### src/rtl/run_ctrl.sv
// Run sequencer for the single-cycle core: holds the core in reset while idle,
// issues a multi-cycle clear, runs until PC hits DONE_ADDR or the cycle budget expires.
module run_ctrl #(
    parameter int unsigned D         = 12,
    parameter int unsigned CW        = 16,
    parameter int unsigned DONE_ADDR = 128,
    parameter int unsigned TIMEOUT   = 16'hFFFF,
    parameter int unsigned RST_CYC   = 2
) (
    input  logic          clk,
    input  logic          reset,
    input  logic          req,
    input  logic [D-1:0]  prog_ctr,
    output logic          core_reset,
    output logic          run_en,
    output logic          busy,
    output logic          done,
    output logic          timeout,
    output logic [CW-1:0] cycle_count
);

    localparam int unsigned HW = $clog2(RST_CYC + 1);

    typedef enum logic [1:0] {IDLE, CLEAR, RUN, FIN} state_t;

    state_t        state;
    state_t        next_state;
    logic [HW-1:0] hold_cnt;
    logic [HW-1:0] hold_next;
    logic [CW-1:0] count_next;
    logic          timeout_next;
    logic [CW:0]   count_inc;

    // One extra bit so the TIMEOUT compare cannot alias on a wrapped count.
    assign count_inc = {1'b0, cycle_count} + (CW+1)'(1);

    always_comb begin
        next_state   = state;
        hold_next    = hold_cnt;
        count_next   = cycle_count;
        timeout_next = timeout;
        case (state)
            IDLE: begin
                if (req) begin
                    next_state   = CLEAR;
                    hold_next    = '0;
                    count_next   = '0;
                    timeout_next = 1'b0;
                end
            end
            CLEAR: begin
                if (!req) begin
                    next_state = IDLE;
                end else if (hold_cnt == HW'(RST_CYC - 1)) begin
                    next_state = RUN;
                end else begin
                    hold_next = hold_cnt + HW'(1);
                end
            end
            RUN: begin
                if (!req) begin
                    next_state = IDLE;
                end else begin
                    count_next = count_inc[CW-1:0];
                    if (prog_ctr == D'(DONE_ADDR)) begin
                        next_state   = FIN;
                        timeout_next = 1'b0;
                    end else if (count_inc == (CW+1)'(TIMEOUT)) begin
                        next_state   = FIN;
                        timeout_next = 1'b1;
                    end
                end
            end
            FIN: begin
                if (!req) begin
                    next_state = IDLE;
                end
            end
            default: next_state = IDLE;
        endcase
    end

    // Outputs are decoded from next_state and registered so they never glitch.
    always_ff @(posedge clk or negedge reset) begin
        if (!reset) begin
            state       <= IDLE;
            hold_cnt    <= '0;
            cycle_count <= '0;
            timeout     <= 1'b0;
            core_reset  <= 1'b1;
            run_en      <= 1'b0;
            busy        <= 1'b0;
            done        <= 1'b0;
        end else begin
            state       <= next_state;
            hold_cnt    <= hold_next;
            cycle_count <= count_next;
            timeout     <= timeout_next;
            core_reset  <= (next_state == IDLE) || (next_state == CLEAR);
            run_en      <= (next_state == RUN);
            busy        <= (next_state == CLEAR) || (next_state == RUN);
            done        <= (next_state == FIN);
        end
    end

endmodule

### config.mk
export PLATFORM = sky130hd
export DESIGN_NAME = run_ctrl
export DESIGN_NICKNAME = d
export VERILOG_FILES = /design/src/rtl/run_ctrl.sv
export SDC_FILE = /design/constraint.sdc
export NUM_CORES = 1
export LEC_CHECK = 0
export ABC_AREA = 1
export CORE_MARGIN = 2
export CORE_UTILIZATION = 52
export DETAILED_ROUTE_END_ITERATION = 16
export GPL_TIMING_DRIVEN = 1
export HOLD_SLACK_MARGIN = 0.08
export MAX_ROUTING_LAYER = met4
export PLACE_DENSITY_LB_ADDON = 0.12
export SYNTH_ARGS = -nofsm -noshare
export SYNTH_HDL_FRONTEND = slang
export SYNTH_SLANG_ARGS = --single-unit
### constraint.sdc
create_clock -name clk -period 3.3 [get_ports clk]
set_clock_uncertainty 0.15 [all_clocks]
set_input_delay 0.99 -clock clk [delete_from_list [all_inputs] [get_ports clk]]
set_output_delay 0.99 -clock clk [all_outputs]
set_load 0.05 [all_outputs]
== After elaboration in Yosys (flattened, before gate mapping) ==
Index checks and enable logic that the tools add are counted.
Widths: inputs -> output; s select.
Word-level totals
  output and inout bits: 21
  register bits after elaboration: 25
  word-level logic and storage cells: 53
  input port bits: 15
Cells by class
  equality and inequality tests: 14
  add/sub/neg operators: 2
  reductions and logical operators: 9
  mux-type cells: 20
Operators with widths (count)
  $mux 16: 2
  $pmux 16 s2: 1
  $mux 2: 10
  $add 16x1->17 const B: 1
  $eq 17x16->1 const B: 1
  $eq 12x8->1 const B: 1
  $eq 2x2->1 const B: 4
  $ne 2x2->1 const B: 4
  $pmux 2 s4: 1
  $reduce_and 4->1: 2
  $eq 2x1->1 const B: 3
  $logic_not 2->1: 2
  $mux 1: 4
  $pmux 2 s2: 1
  $reduce_bool 2->1: 2
  $ne 3x3->1 const B: 1
  $reduce_and 3->1: 1
  $add 2x1->2 const B: 1
  $logic_or 1x1->1: 2
  $pmux 1 s2: 1

== Depth between registers and ports, before layout ==
  depth after elaboration: 8
  depth in mapped cells: 13
  gate-level depth less buffers: 13

== Least setup slack after synthesis ==
Ideal clock, no wire load.
  path kind: reg-to-reg
  from: register cycle_count[1]
  to: register timeout
  stages on the path, launching flop included: 13
  data required time: 3.031 ns
  slack: 1.107 ns
  setup time: 0.119 ns
  period minus slack after synthesis: 2.193 ns
  path buffers: 0
  arrival time: 1.924 ns
  cells stage by stage: dfrtp_1 ha_1 nand3_1 nor2_2 nand2_1 nand2_1 nand3_1 nor2_1 nand3_2 nand3_2 nand2_1 nand2_1 nand2_1
Between the ends
  word-level cells in the longest chain between the ends: 4
RTL lines
  start, declared: line 19  | output logic [CW-1:0] cycle_count
  start signal, assigned: line 97  | cycle_count <= count_next;
  $add 16x1->17: line 35  | assign count_inc = {1'b0, cycle_count} + (CW+1)'(1);
  $eq 17x16->1: line 68  | end else if (count_inc == (CW+1)'(TIMEOUT)) begin
  $ne 3x3->1 (no source line)
  $reduce_and 4->1 (no source line)
  end signal, assigned: line 98  | timeout <= timeout_next;
  end, declared: line 18  | output logic timeout,
Every way passes these cells.
A chain may end at the register's enable or synchronous reset.

== Worst setup path after layout ==
  from: register cycle_count[2]
  to: output port cycle_count[2]
No word-level cell between the ends.

==> impl_metrics.yaml <==
worst_setup_path:
  crit_arrival_ns: 1.68
  crit_buf_inv: 1
  slowest_stage: "clkdlybuf4s50_1"
  cp.required_ns: 2.16
  crit_type: "flip-flop to primary output"
  crit_chain: "clkdlybuf4s50_1"
  critPathMaxFanout: 7
  end_kind: "primary output"
  start_kind: "flip-flop"
  critPathMaxStageDelay_ns: 0.86
  crit_family: "buffers and inverters"
placed_design:
  gp_congestion: 0.909
  place_area_um2: 1860
  port_buffers: 35
  dp_hpwl_mm: 2.75
timing:
  setup_tns_ns: 0
  grt_setup_unrepaired: "no"
  finalHoldViolCount: 0
  setup_viol: 0
  period_needed_ns: 2.82
  period_share_pct: 85.5
  tightest_slew_ns: 0.506
  whs_ns: 0.329
  slew_headroom_pct: 66.1
  fmax_ghz: 0.354
  final_max_slew_viol_count: 0
cts:
  cts_hold_buffers: 0
  clock_latency_ns: 0.31
  cts_resized: 0
  cts_inserted_buffers: 3
  h-tree-depth: 1
  clk_pin_slew_ns: 0.12
  cts_sinks: 25
  clk_path_buf_depth: 2
  post_cts_buffers: 0
  root_buffer: "clkbuf_4"
  cts_tree: "built"
yosys:
  synthAdderAreaFrac_pct: 2.58
  ys_ff_latch: 25
  synthCells: 197
  synthesis.nets: 215
  synth.cell_area_um2: 1460
  synth.avg_cell_area_um2: 7.39
  synth_edf_count: 0
  yosys_warnings: 0
  ys_async_sr_fraction_pct: 100
  synth_top_family_by_area: "simple AND/OR/NAND/NOR gates"
  yosys.area_share.simple_pct: 37.4
  synth_xor_area_share_pct: 1.20
  synthMuxAreaShare_pct: 0
  yosysSeqAreaShare_pct: 43.1
  synth_ff_type: "dfrtp_1"
  yosysUniqueCellTypes: 22
  synth_compound_area_share_pct: 8.51
detailed_routing:
  drt_iter0_markers: 72
  remaining_drc_errors: 0
  wl_per_cell_um: 12.8
  ant_nets: 0
  dr.pass1.iters: 4
  vias_per_cell: 5.25
  num_vias: 1407
  wirelength_mm: 3.42
floorplan:
  fp.dieW_um: 56.9
  start_util_pct: 53.7
  row_count: 19
  ios: 36
  die_h_um: 56.9
  dieArea_um2: 3240
  core_um2: 2710
power_and_ir_drop:
  p_leak_nw: 0.780
  peakVddDrop_uv: 363
  p_per_area_nw_per_um2: 415
final_layout:
  area_delta_synth_final_pct: 29.6
  nNetsFinal: 256
  drive_gt1_share_pct: 10.1
  final_area_um2: 1890
  diodes: 0
global_routing:
  track_usage_pct: 24.3
  antenna_found_initial: 0
  grt_pass1_vias: 1342
  grt_overflow: 0
  grt_max_degree: 26
  grt_first_pass_wirelength_mm: 6.03
flow_run:
  drv_cap: 0
status:
  run_status: "finished, final reports clean"
worst_hold_path:
  hold_class: "flip-flop to flip-flop"
-- metrics by stage --
stage                     power [W]  instances  setup slack (ns)  utilization (%)
after detailed placement   0.000655        264             0.676             68.6
after global placement     0.000643        264             0.723             68.6
final                      0.000782        268             0.478             69.6
after global routing       0.000830        268             0.408             69.6
after floorplan            0.000552        197              1.11                -
after CTS                  0.000790        268             0.461             69.6
-- cells by family after synthesis --
kind of cell	count (synthesis)
and+or+nand+nor	115
buffers and inverters	28
adders and majority gates	3
xor gates and xnor gates	2
AOI/OAI and AO/OA	24
DFF	25
-- power breakdown --
part | switching [W] | internal [W]
logic | 0.000172 | 0.0000932
registers | 0.0000332 | 0.000349
clock network | 0.0000878 | 0.0000472
total | 0.000293 | 0.000490
-- area by class of cell --
type | instances | area (um2)
fillers | 232 | 825
multi-input cells | 144 | 723
flip-flops and latches | 25 | 627
repair buffers | 38 | 373
inverters | 26 | 97.6
well taps | 31 | 38.8
clock buffers | 4 | 26.3
-- cells in the mapped netlist, drive strengths merged, types with 3 or more instances --
cell / n / share of area, %
a21oi: 3 / 1.0
nand4: 4 / 1.7
nand2: 63 / 17
inv: 25 / 6.4
nor4: 3 / 1.3
ha: 3 / 2.6
o21ai: 18 / 6.2
dfrtp: 24 / 41
nand3: 21 / 8.6
o22ai: 3 / 1.3
nor2: 23 / 8.3
-- state kept, by name, indices dropped and copies added, names as in the netlist --
name	count
state	2
busy	1
cycle_count	16
timeout	1
done	1
hold_cnt	2
core_reset	1
run_en	1
-- metal layers --
metal | track usage [%] | vias up | share of wire, %
met1 | 31.5 | 657 | 44
met5 | - | - | 0
met2 | 39.9 | 31 | 51
met4 | 7.64 | 0 | 1.6
met3 | 2.53 | 6 | 3.5
li1 | - | 713 | -
-- cells in the final DEF, fill, tap and decap left out, types with 4 or more instances in the layout --
cell type / instances
inv_1: 24
nand4_1: 4
nand2_1: 60
clkdlybuf4s50_1: 35
nand3_2: 4
nand3_1: 17
o21ai_0: 17
dfrtp_1: 24
nor2_2: 5
nor2_1: 15
-- path summary, 6_finish.rpt --
| check | startpoint | to | slack, ns | cells past startpoint |
|---|---|---|---|---|
| max | cycle_count[2] | cycle_count[2] | 0.48 | 1 |
| min | hold_cnt[0] | hold_cnt[0] | 0.33 | 1 |
| max reg2reg | cycle_count[1] | timeout | 1.14 | 12 |
| min reg2reg | hold_cnt[0] | hold_cnt[0] | 0.33 | 1 |
| max in group asynchronous | reset | core_reset | 1.84 | 2 |
| min in group asynchronous | reset | cycle_count[5] | 0.87 | 2 |
Note: power is estimated with default switching activity, not from simulation.
